<file path="src/rtl/csa_pipe_adder_if.sv">
// Handshake and operand/result bundle for csa_pipe_adder.
// The ovf signal exists only when CSA_PIPE_OVF_EN is defined.
interface csa_pipe_adder_if #(
    parameter int WIDTH = 32
);
    logic             in_valid;
    logic             in_ready;
    logic [WIDTH-1:0] a;
    logic [WIDTH-1:0] b;
    logic             cin;
    logic             sub;
    logic             out_valid;
    logic             out_ready;
    logic [WIDTH-1:0] sum;
    logic             cout;
`ifdef CSA_PIPE_OVF_EN
    logic             ovf;
`endif

    modport master (
        output in_valid, a, b, cin, sub, out_ready,
`ifdef CSA_PIPE_OVF_EN
        input  ovf,
`endif
        input  in_ready, out_valid, sum, cout
    );

    modport slave (
        input  in_valid, a, b, cin, sub, out_ready,
`ifdef CSA_PIPE_OVF_EN
        output ovf,
`endif
        output in_ready, out_valid, sum, cout
    );
endinterface

</file>
<file path="src/rtl/csa_pipe_adder.sv">
// Pipelined carry-select adder/subtractor: WIDTH/SEG stages, each SEG bits built from BLK-bit blocks.
// Define CSA_PIPE_OVF_EN to add the signed-overflow output (ovf) and pipeline the operand sign bits.
module csa_pipe_adder #(
    parameter int WIDTH = 32,
    parameter int SEG   = 8,
    parameter int BLK   = 4
) (
    input logic             clk,
    input logic             rst_n,
    csa_pipe_adder_if.slave bus
);

    localparam int NSTG = WIDTH / SEG;
    localparam int NBLK = SEG / BLK;

    if ((WIDTH % SEG) != 0 || (SEG % BLK) != 0) begin : g_bad_params
        $error("csa_pipe_adder: WIDTH must be a multiple of SEG and SEG a multiple of BLK");
    end

    // One segment: ripple lowest block, higher blocks pick a precomputed sum by incoming carry.
    function automatic logic [SEG:0] seg_add(input logic [SEG-1:0] x,
                                             input logic [SEG-1:0] y,
                                             input logic           c);
        logic [SEG-1:0] s;
        logic           c_blk;
        logic [BLK:0]   r0;
        logic [BLK:0]   r1;
        s     = '0;
        c_blk = c;
        r0    = '0;
        r1    = '0;
        for (int i = 0; i < BLK; i++) begin
            s[i]  = x[i] ^ y[i] ^ c_blk;
            c_blk = (x[i] & y[i]) | (c_blk & (x[i] ^ y[i]));
        end
        for (int j = 1; j < NBLK; j++) begin
            r0 = {1'b0, x[j*BLK +: BLK]} + {1'b0, y[j*BLK +: BLK]};
            r1 = r0 + {{BLK{1'b0}}, 1'b1};
            s[j*BLK +: BLK] = c_blk ? r1[BLK-1:0] : r0[BLK-1:0];
            c_blk           = c_blk ? r1[BLK]     : r0[BLK];
        end
        return {c_blk, s};
    endfunction

    logic [NSTG-1:0]  vld_q;
    logic [NSTG-1:0]  cy_q;
    logic [WIDTH-1:0] res_q   [NSTG];
    logic [WIDTH-1:0] a_q     [NSTG];
    logic [WIDTH-1:0] b_q     [NSTG];

    logic [NSTG-1:0]  load;
    logic [NSTG-1:0]  src_v;
    logic [NSTG-1:0]  src_c;
    logic [WIDTH-1:0] src_a   [NSTG];
    logic [WIDTH-1:0] src_b   [NSTG];
    logic [WIDTH-1:0] src_res [NSTG];
    logic [SEG:0]     seg_r   [NSTG];
    logic [WIDTH-1:0] nxt_res [NSTG];
    logic [WIDTH-1:0] nxt_a   [NSTG];
    logic [WIDTH-1:0] nxt_b   [NSTG];
    logic [NSTG-1:0]  nxt_cy;

`ifdef CSA_PIPE_OVF_EN
    logic [NSTG-1:0]  sa_q;
    logic [NSTG-1:0]  sb_q;
    logic [NSTG-1:0]  src_sa;
    logic [NSTG-1:0]  src_sb;
`endif

    // A stage may load if it or any later stage is empty (bubbles collapse), or the output drains.
    always_comb begin
        // NOTE: every combinational output is assigned on every pass, so no latch is inferred.
        for (int k = 0; k < NSTG; k++) begin
            load[k] = bus.out_ready;
            for (int j = k; j < NSTG; j++) begin
                if (!vld_q[j]) load[k] = 1'b1;
            end
        end
    end

    always_comb begin
        src_v[0]   = bus.in_valid;
        src_c[0]   = bus.sub | bus.cin;
        src_a[0]   = bus.a;
        src_b[0]   = bus.b ^ {WIDTH{bus.sub}};
        src_res[0] = '0;
`ifdef CSA_PIPE_OVF_EN
        src_sa[0]  = bus.a[WIDTH-1];
        src_sb[0]  = bus.b[WIDTH-1] ^ bus.sub;
`endif
        for (int k = 1; k < NSTG; k++) begin
            src_v[k]   = vld_q[k-1];
            src_c[k]   = cy_q[k-1];
            src_a[k]   = a_q[k-1];
            src_b[k]   = b_q[k-1];
            src_res[k] = res_q[k-1];
`ifdef CSA_PIPE_OVF_EN
            src_sa[k]  = sa_q[k-1];
            src_sb[k]  = sb_q[k-1];
`endif
        end
        for (int k = 0; k < NSTG; k++) begin
            seg_r[k]                    = seg_add(src_a[k][k*SEG +: SEG], src_b[k][k*SEG +: SEG], src_c[k]);
            nxt_res[k]                  = src_res[k];
            nxt_res[k][k*SEG +: SEG]    = seg_r[k][SEG-1:0];
            nxt_cy[k]                   = seg_r[k][SEG];
            // Keep only the operand bits later stages still have to resolve.
            nxt_a[k]                    = src_a[k] & ({WIDTH{1'b1}} << ((k + 1) * SEG));
            nxt_b[k]                    = src_b[k] & ({WIDTH{1'b1}} << ((k + 1) * SEG));
        end
    end

    always_ff @(posedge clk or negedge rst_n) begin
        if (!rst_n) begin
            vld_q <= '0;
            cy_q  <= '0;
`ifdef CSA_PIPE_OVF_EN
            sa_q  <= '0;
            sb_q  <= '0;
`endif
            for (int k = 0; k < NSTG; k++) begin
                res_q[k] <= '0;
                a_q[k]   <= '0;
                b_q[k]   <= '0;
            end
        end else begin
            // NOTE: non-blocking assignments so every stage samples its neighbour's pre-edge value.
            for (int k = 0; k < NSTG; k++) begin
                if (load[k]) begin
                    vld_q[k] <= src_v[k];
                    if (src_v[k]) begin
                        res_q[k] <= nxt_res[k];
                        cy_q[k]  <= nxt_cy[k];
                        a_q[k]   <= nxt_a[k];
                        b_q[k]   <= nxt_b[k];
`ifdef CSA_PIPE_OVF_EN
                        sa_q[k]  <= src_sa[k];
                        sb_q[k]  <= src_sb[k];
`endif
                    end
                end
            end
        end
    end

    assign bus.in_ready  = load[0];
    assign bus.out_valid = vld_q[NSTG-1];
    assign bus.sum       = res_q[NSTG-1];
    assign bus.cout      = cy_q[NSTG-1];
`ifdef CSA_PIPE_OVF_EN
    assign bus.ovf       = (sa_q[NSTG-1] == sb_q[NSTG-1]) && (res_q[NSTG-1][WIDTH-1] != sa_q[NSTG-1]);
`endif

endmodule

</file>
<file path="src/flat_wrapper.sv">
// flat-port wrapper written by rule: the top's interface ports become plain ports
module csa_pipe_adder_flat 
#(
    parameter int WIDTH = 32,
    parameter int SEG   = 8,
    parameter int BLK   = 4
)
  (clk, rst_n, bus_in_valid, bus_a, bus_b, bus_cin, bus_sub, bus_out_ready, bus_in_ready, bus_out_valid, bus_sum, bus_cout);
  csa_pipe_adder_if #(.WIDTH(WIDTH)) bus_i ();
  input logic clk;
  input logic rst_n;
  input wire logic [$bits(bus_i.in_valid)-1:0] bus_in_valid;
  input wire logic [$bits(bus_i.a)-1:0] bus_a;
  input wire logic [$bits(bus_i.b)-1:0] bus_b;
  input wire logic [$bits(bus_i.cin)-1:0] bus_cin;
  input wire logic [$bits(bus_i.sub)-1:0] bus_sub;
  input wire logic [$bits(bus_i.out_ready)-1:0] bus_out_ready;
  output wire logic [$bits(bus_i.in_ready)-1:0] bus_in_ready;
  output wire logic [$bits(bus_i.out_valid)-1:0] bus_out_valid;
  output wire logic [$bits(bus_i.sum)-1:0] bus_sum;
  output wire logic [$bits(bus_i.cout)-1:0] bus_cout;
  assign bus_i.in_valid = bus_in_valid;
  assign bus_i.a = bus_a;
  assign bus_i.b = bus_b;
  assign bus_i.cin = bus_cin;
  assign bus_i.sub = bus_sub;
  assign bus_i.out_ready = bus_out_ready;
  assign bus_in_ready = bus_i.in_ready;
  assign bus_out_valid = bus_i.out_valid;
  assign bus_sum = bus_i.sum;
  assign bus_cout = bus_i.cout;
  csa_pipe_adder #(.WIDTH(WIDTH), .SEG(SEG), .BLK(BLK)) u_core (.clk(clk), .rst_n(rst_n), .bus(bus_i));
endmodule
</file>
<file path="config.mk">
export PLATFORM = sky130hd
export DESIGN_NAME = csa_pipe_adder_flat
export DESIGN_NICKNAME = d
export VERILOG_FILES = /design/src/rtl/csa_pipe_adder_if.sv /design/src/rtl/csa_pipe_adder.sv /design/src/flat_wrapper.sv
export SDC_FILE = /design/constraint.sdc
export NUM_CORES = 1
export LEC_CHECK = 0
export ABC_AREA = 1
export BUFFER_PORTS_ARGS = -buffer_cell sky130_fd_sc_hd__buf_2
export CORE_MARGIN = 2
export CORE_UTILIZATION = 52
export CTS_CLUSTER_DIAMETER = 150
export CTS_CLUSTER_SIZE = 24
export DETAILED_ROUTE_END_ITERATION = 7
export GPL_ROUTABILITY_DRIVEN = 0
export PLACE_DENSITY_LB_ADDON = 0.08
export SYNTH_ARGS = -nofsm -noshare
export SYNTH_HDL_FRONTEND = slang
export SYNTH_SLANG_ARGS = --single-unit
export TNS_END_PERCENT = 50
</file>
<file path="constraint.sdc">
create_clock -name clk -period 2.2 [get_ports clk]
set_input_delay 0.11 -clock clk [delete_from_list [all_inputs] [get_ports clk]]
set_output_delay 0.11 -clock clk [all_outputs]
set_load 0.03 [all_outputs]
</file>
### Word-level counts from Yosys, hierarchy flattened

Cells that the tools add are included.

| operators by class | value |
|---|---|
| $add $sub $neg | 8 |
| bitwise operators | 82 |
| reduce and logical (&&, ||, !) cells | 4 |
| muxes and demuxes | 18 |

Operator list:

| cell | count |
|---|---|
| 1-bit bitwise AND | 32 |
| 1-bit bitwise XOR | 32 |
| 32-bit bitwise XOR | 1 |
| 4-bit by 4-bit adder with 5-bit output | 4 |
| 5-bit by 1-bit adder with 5-bit output (second input constant) | 4 |
| 1-bit OR | 17 |
| 4-bit 2-to-1 mux | 4 |
| 1-bit 2-to-1 mux | 14 |
| 2-bit AND reduction | 4 |

| word-level totals | value |
|---|---|
| logic and storage cells | 130 |
| output and inout port bits | 35 |
| register bits after elaboration | 184 |

### Longest topological paths before layout

| depth | value |
|---|---|
| word-level depth | 11 |
| gate-level depth with buffers | 16 |
| depth with buffers taken out | 14 |

### Least setup slack after synthesis

No wires, ideal clock.

| timing path | value |
|---|---|
| kind | input port to flip-flop |
| from | input port bus_sub |
| to | register u_core.res_q, in the netlist u_core.nxt_res[71] |
| buffers on the path | 2 |
| library setup time | 0.130 ns |
| data required time | 2.070 ns |
| slack | -0.483 ns |
| stages on the path | 15 |
| data arrival time | 2.553 ns |
| cell sequence | buf_2 -> buf_2 -> xnor2_1 -> fa_1 -> inv_1 -> fa_1 -> inv_1 -> fa_1 -> fa_1 -> inv_1 -> nand2_1 -> nor3_1 -> nand2_1 -> nand3_1 -> o21ai_0 |

| on the way | value |
|---|---|
| cells in the longest elaborated chain, start to end | 11 |
| elaborated cells on any way between the ends | 21 |
| classes of those cells | add/sub (2); mux (1); bitwise (18) |

Ends and longest elaborated chain:

| item | line | source |
|---|---|---|
| start, declared | flat_wrapper.sv:16 | `input wire logic [$bits(bus_i.sub)-1:0] bus_sub;` |
| 32-bit bitwise XOR | csa_pipe_adder.sv:85 | `src_b[0] = bus.b ^ {WIDTH{bus.sub}};` |
| 1-bit bitwise XOR | csa_pipe_adder.sv:34 | `c_blk = (x[i] & y[i]) \| (c_blk & (x[i] ^ y[i]));` |
| 1-bit bitwise AND | csa_pipe_adder.sv:34 |  |
| 1-bit OR | csa_pipe_adder.sv:34 |  |
| 1-bit bitwise AND | csa_pipe_adder.sv:34 |  |
| 1-bit OR | csa_pipe_adder.sv:34 |  |
| 1-bit bitwise AND | csa_pipe_adder.sv:34 |  |
| 1-bit OR | csa_pipe_adder.sv:34 |  |
| 1-bit bitwise AND | csa_pipe_adder.sv:34 |  |
| 1-bit OR | csa_pipe_adder.sv:34 |  |
| 4-bit 2-to-1 mux * | csa_pipe_adder.sv:39 | `s[j*BLK +: BLK] = c_blk ? r1[BLK-1:0] : r0[BLK-1:0];` |
| end signal, assigned by index | csa_pipe_adder.sv:132 | `res_q[k] <= nxt_res[k];` |
| end, declared | csa_pipe_adder.sv:47 | `logic [WIDTH-1:0] res_q [NSTG];` |

Every way passes the cells marked *; elsewhere a longest branch is shown, timed or not.
A chain may end at the register's enable or synchronous reset.

### Final worst setup path

| timing path | value |
|---|---|
| from | register u_core.b_q[80] (netlist name) |
| to | register u_core.res_q, in the netlist u_core.nxt_res[23] |

| on the way | value |
|---|---|
| cells in the longest elaborated chain, start to end | 10 |
| elaborated cells on any way between the ends | 11 |
| classes of those cells | mux (1); bitwise (10) |

Ends and longest elaborated chain:

| item | line | source |
|---|---|---|
| start, declared | csa_pipe_adder.sv:49 | `logic [WIDTH-1:0] b_q [NSTG];` |
| start signal, assigned by index | csa_pipe_adder.sv:135 | `b_q[k] <= nxt_b[k];` |
| 1-bit bitwise XOR | csa_pipe_adder.sv:34 |  |
| 1-bit bitwise AND | csa_pipe_adder.sv:34 |  |
| 1-bit OR * | csa_pipe_adder.sv:34 |  |
| 1-bit bitwise AND * | csa_pipe_adder.sv:34 |  |
| 1-bit OR * | csa_pipe_adder.sv:34 |  |
| 1-bit bitwise AND * | csa_pipe_adder.sv:34 |  |
| 1-bit OR * | csa_pipe_adder.sv:34 |  |
| 1-bit bitwise AND * | csa_pipe_adder.sv:34 |  |
| 1-bit OR * | csa_pipe_adder.sv:34 |  |
| 4-bit 2-to-1 mux * | csa_pipe_adder.sv:39 |  |

Marked as above.

==> results.sh <==
export IMPL_dp_slack_ns=-0.286
export IMPL_top_layer="met4"
export IMPL_ir_worst_vdd_mv=0.712
export IMPL_fin_crit_sh=1.07
export IMPL_drc_errors=0
export IMPL_rsz0062_at_grt="true"
export IMPL_synth_seq_cells=184
export IMPL_worst_pin_slew_ns=0.587
export IMPL_hold_violations=0
export IMPL_cp_slowest_cell="dfrtp_1"
export IMPL_htree_levels=4
export IMPL_yosys_area_top_type_share=0.547
export IMPL_synthSimpleGateAreaFrac=0.188
export IMPL_cts_sinks=184
export IMPL_fin_ws_ns=-0.146
export IMPL_yosys_area_top_type="dfrtp_1"
export IMPL_numPortBuffers=104
export IMPL_grt_pass1_wl_microns=29300
export IMPL_vias=6256
export IMPL_cp_max_fo=5
export IMPL_drt_iter0_markers=297
export IMPL_dieArea_sq_um=17200
export IMPL_grt_start_max_net_pins=65
export IMPL_tritoncts="built"
export IMPL_fin_util=0.657
export IMPL_drive_gt1_frac=0.189
export IMPL_antenna_left=0
export IMPL_finalWirelength_microns=17200
export IMPL_rows=46
export IMPL_root_buffer="clkbuf_16"
export IMPL_setup_viol=15
export IMPL_syn_area_sq_um=8410
export IMPL_yosysMostFrequentCell="nand2_1"
export IMPL_fp_dieH_microns=131
export IMPL_synth_edff_count=0
export IMPL_firstDrtPassIters=5
export IMPL_ys_seq_area_frac=0.547
export IMPL_diodes=0
export IMPL_violations="setup timing"
export IMPL_clk_pin_slew_worst_paths_ns=0.07
export IMPL_clk_latency_ns=0.43
export IMPL_numCtsBuffers=17
export IMPL_synth_nets=1046
export IMPL_drt_wirelength_per_cell_microns=13.1
export IMPL_path_class="flop to flop"
export IMPL_p_leak_nw=5.34
export IMPL_synth_compound_area_share=0.0821
export IMPL_worstSetupEndpointType="flop"
export IMPL_grt_util_all_layers=0.213
export IMPL_fp_dieW_microns=131
export IMPL_antenna_found_initial=0
export IMPL_combinationalPowerShare=0.326
export IMPL_switchingPower_mw=4.52
export IMPL_finish_net_count=1198
export IMPL_cp_start_kind="flop"
export IMPL_wl_met2_microns=8080
export IMPL_outcome="finished with violations"
export IMPL_ioPinCount=105
export IMPL_core_area_sq_um=15800
export IMPL_power_frac_clock=0.262
export IMPL_synthAdderAreaFrac=0.0773
export IMPL_syn_avg_cell_area_sq_um=8.99
export IMPL_synth_cell_type_count=26
export IMPL_netSwitchingFraction=0.368
export IMPL_powerDensity_nw_per_um2=1180
export IMPL_synthTopCellsByArea="dfrtp_1, nand2_1, o21ai_0, fa_1, inv_1"
export IMPL_path_cells="fa_2 -> fa_2 -> inv_2 -> fa_2 -> inv_2 -> fa_2 -> nand2_2 -> nor2_2 -> nand2_1 -> nand3_1 -> nand3_1 -> o21ai_1"
export IMPL_synthMuxAreaShare=0
export IMPL_p_int_mw=7.76
export IMPL_arrival_ns=2.64
export IMPL_synth_cells=936
export IMPL_slowest_delay_ns=0.41
export IMPL_worstPathRequired_ns=2.49
export IMPL_synthArstFlopShare=1.00
export IMPL_hold_class="input port to flop"
export IMPL_ys_warn_count=0
export IMPL_max_cap_viol_count=0
export IMPL_grt_overflow_total=0
export IMPL_period_needed_ns=2.35
export IMPL_start_util=0.532
export IMPL_relSlewSlack=0.609
export IMPL_clockBufferDepth=2
export IMPL_crit_top_cell="fa_2"
export IMPL_synth_xor_area_share=0.0354
export IMPL_seqPwrFrac=0.412
export IMPL_synth_top_family_by_area="simple AND/OR/NAND/NOR gates"
export IMPL_syn_to_final_growth_pct=23.6
export IMPL_slew_viol_final=0
export IMPL_grt_pass1_vias=5995
export IMPL_route_met3_wl_microns=551
export IMPL_skew_ns=0.00796
export IMPL_hpwl_microns=11900
export IMPL_vias_per_cell=4.75
export IMPL_timing_fmax_mhz=426
export IMPL_yosys_top_cells_count="nand2_1, dfrtp_1, o21ai_0"
export IMPL_wl_met1_microns=8390
export IMPL_ys_flop_type="dfrtp_1"
==> worst paths after layout <==
path	endpoint	from	cells after the start	slack (ns)
worst max-delay path	u_core.nxt_res[23]$_DFFE_PN0P_	u_core.b_q[80]$_DFFE_PN0P_	12	-0.15
worst min-delay path	u_core.b_q[121]$_DFFE_PN0P_	bus_b[25]	3	0.01
worst max register to register	u_core.nxt_res[23]$_DFFE_PN0P_	u_core.b_q[80]$_DFFE_PN0P_	12	-0.15
worst min register to register	u_core.bus.sum[14]$_DFFE_PN0P_	u_core.bus.sum[14]$_DFFE_PN0P_	2	0.47
max in group asynchronous	u_core.a_q[104]$_DFFE_PN0P_	rst_n	3	1.30
min in group asynchronous	u_core.bus.sum[12]$_DFFE_PN0P_	rst_n	2	0.24
==> final cells by class <==
type / count / area (sq um)
Clock inverter: 14 / 185
Inverter: 103 / 389
Timing Repair Buffer: 172 / 1180
Multi-Input combinational cell: 610 / 3330
Sequential cell: 184 / 4600
Clock buffer: 18 / 439
Tap cell: 216 / 270
Fill cell: 1336 / 5430
==> power by group through the flow <==
stage	logic [mW]	registers, mW	clock network [mW]
after CTS	3.99	5.07	3.27
after global routing	4.56	5.19	3.42
after floorplan	2.24	5.54	0
after detailed placement	3.87	5.12	0
after global placement	3.80	5.09	0
final	4.01	5.06	3.21
==> cell usage in the layout, fill, tap and decap left out, drive strengths merged, types with 2 or more instances in the layout <==
master	netlist	layout
or2	3	3
fa	20	20
clkbuf	10	18
o31ai	3	3
inv	103	111
o21ai	125	125
nand3b	4	4
nand2	347	347
bufinv	0	3
nand3	26	26
dlygate4sd3	0	46
xor2	5	5
dfrtp	184	184
a21oi	7	7
nor3	3	3
xnor2	29	29
nor2	16	16
buf	29	126
ha	20	20
clkinvlp	0	2
==> through the flow <==
step	cell area, sq um	hold slack [ns]	instances	setup TNS (ns)	total power, mW
floorplan	8510	-0.186	936	-1.35	7.78
global placement	9270	0.146	1238	-2.65	8.89
detailed placement	9270	0.142	1238	-3.18	8.99
CTS	10400	0.00337	1317	-1.20	12.3
global route	10400	0.0130	1317	-2.95	13.2
finish	10400	0.0134	1317	-1.21	12.3
==> metal layers <==
layer | up-vias | GRT usage
met3 | 15 | 0.0367
met2 | 114 | 0.342
met4 | 0 | 0.0616
met5 | - | 0
met1 | 2917 | 0.301
li1 | 3210 | -
==> cell families (layout without fill, tap and decap cells) <==
group / Yosys count / count (layout)
buf+inv: 142 / 307
xor+xnor: 34 / 34
flops: 184 / 184
simple gates: 400 / 400
compound gates: 136 / 136
fa+ha+maj: 40 / 40
==> worst max-delay path, delay by kind of cell, from the launching register on <==
family / cells / cell delay, ns
adder cells (fa/ha/maj): 4 / 1.30
flip-flops: 1 / 0.41
AND/OR/NAND/NOR: 5 / 0.35
buffers and inverters: 2 / 0.10
AO/OA/AOI/OAI: 1 / 0.07
==> flip-flops by register name (all words and copies together), names as in the netlist <==
register        count
u_core.a_q         48
u_core.b_q         48
u_core.cy_q         4
u_core.vld_q        4
u_core.bus.sum     32
u_core.nxt_res     48
==> what timing repair did <==
| item | 4_1_cts | 5_1_grt |
|---|---|---|
| hold buffers | 46 | 0 |
| setup buffers | 1 | 1 |
| gates resized for setup | 10 | 13 |
| setup endpoints to repair | 17 | 18 |
| endpoints found under the hold margin | 105 | 0 |
| pin swaps | 14 | 6 |
(Power assumes the default switching activity.)
